**config.mk**
```make
export PLATFORM = sky130hd
export DESIGN_NAME = sub_frame_acc
export DESIGN_NICKNAME = d
export VERILOG_FILES = /design/src/rtl/sub_pkg.sv /design/src/rtl/sub_sat_add.sv /design/src/rtl/sub_frame_acc.sv
export SDC_FILE = /design/constraint.sdc
export NUM_CORES = 1
export LEC_CHECK = 0
export CAP_MARGIN = 25
export CORE_AREA = 8 8 168 170
export CTS_BUF_LIST = sky130_fd_sc_hd__clkbuf_8
export DETAILED_ROUTE_END_ITERATION = 12
export DIE_AREA = 0 0 176 178
export PLACE_DENSITY = 0.89
export SYNTH_ARGS = -nofsm -noshare
export SYNTH_HDL_FRONTEND = slang
export SYNTH_SLANG_ARGS = --single-unit
```
**constraint.sdc**
```tcl
create_clock -name clk -period 4.8 [get_ports clk]
set_clock_uncertainty 0.2 [all_clocks]
set_input_delay 0.72 -clock clk [delete_from_list [all_inputs] [get_ports clk]]
set_output_delay 0.72 -clock clk [all_outputs]
set_load 0.05 [all_outputs]
```
**src/rtl/sub_pkg.sv**
```systemverilog
// Shared types and constants for the subtractor-result accumulation stages.
package sub_pkg;

  localparam int unsigned SAMPLE_W = 64;

  typedef enum logic [1:0] {
    IDLE = 2'd0,
    ACC  = 2'd1,
    HOLD = 2'd2
  } state_e;

  typedef logic signed [SAMPLE_W-1:0] sample_t;

  localparam sample_t SAMPLE_MAX = {1'b0, {(SAMPLE_W-1){1'b1}}};
  localparam sample_t SAMPLE_MIN = {1'b1, {(SAMPLE_W-1){1'b0}}};

endpackage

```
**src/rtl/sub_sat_add.sv**
```systemverilog
// Combinational signed adder with overflow flag; clamps to the signed range
// when SUB_FRAME_ACC_SAT_EN is defined, otherwise wraps.
module sub_sat_add
  import sub_pkg::*;
#(
  parameter int unsigned WIDTH = SAMPLE_W
) (
  input  logic signed [WIDTH-1:0] a_i,
  input  logic signed [WIDTH-1:0] b_i,
  output logic signed [WIDTH-1:0] sum_o,
  output logic                    ovf_o
);

`ifdef SUB_FRAME_ACC_SAT_EN
  localparam logic signed [WIDTH-1:0] POS_LIM = {1'b0, {(WIDTH-1){1'b1}}};
  localparam logic signed [WIDTH-1:0] NEG_LIM = {1'b1, {(WIDTH-1){1'b0}}};
`endif

  logic signed [WIDTH-1:0] raw;
  logic                    ovf;

  always_comb begin
    raw = a_i + b_i;
    // Overflow only possible when both operands share a sign.
    ovf = (a_i[WIDTH-1] == b_i[WIDTH-1]) && (raw[WIDTH-1] != a_i[WIDTH-1]);
    ovf_o = ovf;
`ifdef SUB_FRAME_ACC_SAT_EN
    sum_o = ovf ? (a_i[WIDTH-1] ? NEG_LIM : POS_LIM) : raw;
`else
    sum_o = raw;
`endif
  end

endmodule

```
**src/rtl/sub_frame_acc.sv**
```systemverilog
// Frame accumulator for the signed subtractor result stream: sum/min/max/ovf
// per FRAME_LEN samples. Saturating sum when SUB_FRAME_ACC_SAT_EN is defined.
module sub_frame_acc
  import sub_pkg::*;
#(
  parameter int unsigned WIDTH     = 64,
  parameter int unsigned FRAME_LEN = 8
) (
  input  logic                    clk,
  input  logic                    rst_n,
  input  logic                    clear,
  input  logic                    in_valid,
  output logic                    in_ready,
  input  logic signed [WIDTH-1:0] in_data,
  output logic                    out_valid,
  input  logic                    out_ready,
  output logic signed [WIDTH-1:0] out_sum,
  output logic signed [WIDTH-1:0] out_min,
  output logic signed [WIDTH-1:0] out_max,
  output logic                    out_ovf
);

  localparam int unsigned CW = $clog2(FRAME_LEN + 1);
  localparam logic [CW-1:0] LAST_PRE = CW'(FRAME_LEN - 1);
  localparam logic [CW-1:0] CNT_ONE  = CW'(1);

  state_e                  state_q, state_d;
  logic [CW-1:0]           cnt_q, cnt_d;
  logic signed [WIDTH-1:0] sum_q, sum_d;
  logic signed [WIDTH-1:0] min_q, min_d;
  logic signed [WIDTH-1:0] max_q, max_d;
  logic                    ovf_q, ovf_d;

  logic signed [WIDTH-1:0] add_sum;
  logic                    add_ovf;

  sub_sat_add #(
    .WIDTH (WIDTH)
  ) u_add (
    .a_i   (sum_q),
    .b_i   (in_data),
    .sum_o (add_sum),
    .ovf_o (add_ovf)
  );

  always_comb begin
    state_d = state_q;
    cnt_d   = cnt_q;
    sum_d   = sum_q;
    min_d   = min_q;
    max_d   = max_q;
    ovf_d   = ovf_q;
    // clear outranks both the input accept and the output handshake.
    if (clear) begin
      state_d = IDLE;
      cnt_d   = '0;
      ovf_d   = 1'b0;
    end else begin
      case (state_q)
        IDLE: begin
          if (in_valid) begin
            sum_d   = in_data;
            min_d   = in_data;
            max_d   = in_data;
            ovf_d   = 1'b0;
            cnt_d   = CNT_ONE;
            state_d = (FRAME_LEN == 1) ? HOLD : ACC;
          end
        end
        ACC: begin
          if (in_valid) begin
            sum_d = add_sum;
            ovf_d = ovf_q | add_ovf;
            if (in_data < min_q) min_d = in_data;
            if (in_data > max_q) max_d = in_data;
            cnt_d = cnt_q + CNT_ONE;
            if (cnt_q == LAST_PRE) state_d = HOLD;
          end
        end
        HOLD: begin
          if (out_ready) begin
            state_d = IDLE;
            cnt_d   = '0;
          end
        end
        default: begin
          state_d = IDLE;
          cnt_d   = '0;
        end
      endcase
    end
  end

  always_ff @(posedge clk or negedge rst_n) begin
    if (!rst_n) begin
      state_q <= IDLE;
      cnt_q   <= '0;
      sum_q   <= '0;
      min_q   <= '0;
      max_q   <= '0;
      ovf_q   <= 1'b0;
    end else begin
      state_q <= state_d;
      cnt_q   <= cnt_d;
      sum_q   <= sum_d;
      min_q   <= min_d;
      max_q   <= max_d;
      ovf_q   <= ovf_d;
    end
  end

  assign in_ready  = (state_q != HOLD);
  assign out_valid = (state_q == HOLD);
  assign out_sum   = sum_q;
  assign out_min   = min_q;
  assign out_max   = max_q;
  assign out_ovf   = ovf_q;

endmodule

```
==> metrics list <==
* Run status: finished, final reports clean
- Routed via count: 13700
* Worst slew slack as a fraction of its limit: 31.6%
- The via count of the first global-routing pass came to 14200.
* Nets: 2170
* Post-route ant nets: 0
- P&R area growth vs syn: 23.2%
- Clock-pin slew of the registers on the worst-case setup and hold paths: 0.11 ns
- The most used flip-flop cell after synthesis is sky130_fd_sc_hd__dfrtp_1.
- Synthesis instantiated 67 different standard cells from the library.
- Traced cell by cell, the critical path runs through clkdlybuf4s50_1, ha_1, nand3_1, nor3_1, nand3_1, nor2_1, o211a_1, o31ai_1, a31oi_1, o21a_2, buf_4, mux2_2.
- STA classifies the critical path endpoint as a register.
- Critical-path top delay cell: sky130_fd_sc_hd__clkdlybuf4s50_1
* Final total negative setup slack: 0 ns
* Dominant cell type by count on the critical path: sky130_fd_sc_hd__nand3_1
* Share of synthesized area occupied by flip-flops and latches: 32.9%
- The synthesized design contains 199 register bits.
- DRC violation count after routing: 0
* Worst setup SP type: primary input
- The first global-routing pass estimated 73800 um of wire.
* Final WL: 46000 um
* Yosys warns: 0
- TritonCTS Buffers: 17
- Initial Utilization: 59.2%
- The number of antenna violations at the first check in global routing was 0.
* Global Route Usage Sum: 29.1%
* Slew at the pin closest to its max-slew limit: 1.03 ns
- Die outline height: 178 um
- Worst IR drop on VDD: 0.510 mV
* Crit path arrival time: 4.46 ns
- Detail-routed via count per cell: 6.08
- Cells with a size suffix above 1 make up 11.5% of the layout.
- Clock H-tree levels: 4
- Pwr/cell area: 658 nW/um2
* Number of synthesized flops with an enable pin: 0
- RSZ-0062 raised after global routing: no
- The min-delay analysis places its worst path in the category in -> async.
- When the netlist entered floorplanning its net count stood at 1908.
- Detailed-route wire length per cell: 20.4 um
- Together, buffers and inverters on the worst path number 2.
- The floorplan step defined a die boundary enclosing 31300 um2.
- CTS saw 199 sinks.
- Buffers placed on the I/O ports in this run total 263.
- The cell area that synthesis handed to floorplanning was 15200 um2.
- The longest clock path from root to sink contains 2 buffers.
- Reg2Reg Launch Point: out_min[29]$_DFFE_PN0P_
* Mean cell area of the mapped netlist: 9.20 um2
- For this run, the slowest stage of the critical path takes 0.56 ns.
- Post-CTS timing repair inserted 0 buffers for setup.
- Maximum fanout count along the critical path: 22
- The analysis attributes to cell leakage a power of 0.00900 uW.
- In this run the horizontal extent of the chip is 176 um.
- Setup violations remaining at the end of the flow were counted as 0.
- Global routing finished with a remaining overflow of 0.
- Across the run, the number of max-cap violations was 0.
* Number of hold-repair buffers added at the cts stage: 0
- Broken down by cell family, the worst path's largest delay share belongs to compound AO/OA/AOI/OAI gates.
- The worst setup path is of the in -> reg kind.
- At the end of routability-driven placement, the weighted congestion stood at 0.918.
- Number of instances in the synthesized netlist: 1647
- The floorplan has 59 rows.
- Worst hold-check slack: 0.116 ns
- Setup slack of the worst register-to-register path: 0.96 ns
* Worst reg2reg path depth: 12
- Final worst path period share: 89.3%
* Boundary pin count: 264
* Most used cells in the layout excluding fill and tap cells: sky130_fd_sc_hd__clkdlybuf4s50_1 (262), sky130_fd_sc_hd__dfrtp_1 (199), sky130_fd_sc_hd__ha_1 (191)
- DR pass1 iterations: 5
- Post-cts repair resize count: 0
- The tree is rooted in a sky130_fd_sc_hd__clkbuf_8.
* Required @ worst endpoint: 4.97 ns
* Post-layout min period: 4.29 ns
- Ant. Diodes: 0
- In this run the critical register-to-register path is captured at out_min[21]$_DFFE_PN0P_.
- Commonest non-fill, non-tap cell in the layout: sky130_fd_sc_hd__clkdlybuf4s50_1
- The total count of max-transition violations in the final report is 0.
- Share of async-settable or async-resettable flops after synthesis: 100%
- After legalization and detailed placement, the total HPWL measured 35800 um.
* Worst-skew pair later-pin latency: 0.49 ns
* Maximum frequency from static timing analysis: 233 MHz
- Final hold violation count: 0
- Number of violations reported at the end of detailed-routing iteration 0: 1211
- The total area inside the core boundary comes to 25600 um2.
- TritonCTS built the clock tree.
- Largest net degree at the start of global routing: 102
-- worst reg2reg max path: stages (launching register included) --
cell	delay, ns
sky130_fd_sc_hd__dfrtp_1	0.39
sky130_fd_sc_hd__inv_1	0.06
sky130_fd_sc_hd__ha_1	0.28
sky130_fd_sc_hd__nand3_1	0.10
sky130_fd_sc_hd__nor3_1	0.43
sky130_fd_sc_hd__nand3_1	0.24
sky130_fd_sc_hd__nor2_1	0.24
sky130_fd_sc_hd__o211a_1	0.29
sky130_fd_sc_hd__o31ai_1	0.14
sky130_fd_sc_hd__a31oi_1	0.36
sky130_fd_sc_hd__o21a_2	0.25
sky130_fd_sc_hd__buf_4	0.34
sky130_fd_sc_hd__mux2_2	0.41
-- registers in the layout, summed over array words and instances, names as in the netlist --
signal,flops
out_min,64
out_max,64
out_sum,64
out_ovf,1
cnt_q,4
state_q,2
-- cell type report --
cell class	count	area, um2
clock inverter	14	161
inverter	152	571
fill	1793	6940
clock buffer	18	248
tap	335	419
timing repair buffer	313	3050
sequential	199	4980
multi-input combinational	1226	9250
-- worst max path at each step --
stage,start,to,slack [ns],depth (start not counted)
2_1_floorplan,in_data[57],out_max[0]$_DFFE_PN0P_,1.18,13
3_3_place_gp,in_data[31],out_min[14]$_DFFE_PN0P_,0.23,12
3_5_place_dp,in_data[31],out_min[10]$_DFFE_PN0P_,0.17,12
4_1_cts,in_data[0],out_sum[56]$_DFFE_PN0P_,0.63,14
5_1_grt,in_data[0],out_sum[56]$_DFFE_PN0P_,0.34,14
6_report,in_data[30],out_min[21]$_DFFE_PN0P_,0.51,12
-- metrics by stage --
step | power (uW) | utilization (%) | area (um2) | setup slack [ns] | instances
2_1_floorplan | 8520 | - | 15200 | 1.18 | 1647
3_3_place_gp | 10800 | 71.3 | 18300 | 0.231 | 2225
3_5_place_dp | 11100 | 71.3 | 18300 | 0.165 | 2225
4_1_cts | 12300 | 72.9 | 18700 | 0.630 | 2257
5_1_grt | 13000 | 72.9 | 18700 | 0.337 | 2257
6_report | 12300 | 72.9 | 18700 | 0.514 | 2257
-- cells in the mapped netlist (6+ instances only) --
master                     instances  area share [%]
sky130_fd_sc_hd__a211oi_1         11            0.54
sky130_fd_sc_hd__buf_2            10            0.33
sky130_fd_sc_hd__xor2_1           20             1.2
sky130_fd_sc_hd__nand2_1         134             3.3
sky130_fd_sc_hd__mux2_4           59             5.8
sky130_fd_sc_hd__nor2b_1          11            0.45
sky130_fd_sc_hd__nor2_1          113             2.8
sky130_fd_sc_hd__o21bai_1         15            0.74
sky130_fd_sc_hd__and3_1           13            0.54
sky130_fd_sc_hd__dfrtp_1         199              33
sky130_fd_sc_hd__ha_1            191              16
sky130_fd_sc_hd__nand2b_1         10            0.41
sky130_fd_sc_hd__o21ai_0         101             3.3
sky130_fd_sc_hd__nand3_1          19            0.63
sky130_fd_sc_hd__nor3_1           18            0.59
sky130_fd_sc_hd__buf_12            6            0.79
sky130_fd_sc_hd__a21oi_1         167             5.5
sky130_fd_sc_hd__xnor2_1          38             2.2
sky130_fd_sc_hd__inv_1           152             3.8
sky130_fd_sc_hd__o211ai_1         13            0.64
sky130_fd_sc_hd__nand4_1          45             1.9
sky130_fd_sc_hd__clkbuf_1         52             1.3
sky130_fd_sc_hd__a31oi_1          20            0.83
sky130_fd_sc_hd__o21a_1           12            0.59
sky130_fd_sc_hd__mux2_2           68             5.1
sky130_fd_sc_hd__a21o_1           70             3.5
-- where the power goes --
group          switching, uW  internal [uW]
clock network            717            453
registers                615           2340
logic                   4980           3180
total                   6320           5980
-- metal layers --
layer,routed length (um),vias to the layer above,track usage [%]
met1,18900,6670,36.0
met4,1170,0,9.15
met3,3700,85,6.29
li1,-,6405,-
met5,0,-,0
met2,22200,557,50.1
-- logic make-up after synthesis --
logic type | count (synthesis) | share of synthesized area (%)
AO/OA/AOI/OAI | 461 | 18.9
XOR/XNOR | 58 | 3.35
adder cells (fa/ha/maj) | 192 | 15.9
buffers and inverters | 222 | 6.27
flip-flops | 199 | 32.9
multiplexers | 131 | 11.2
AND/OR/NAND/NOR | 384 | 11.6
No activity file was read; power rests on OpenSTA's default activity.
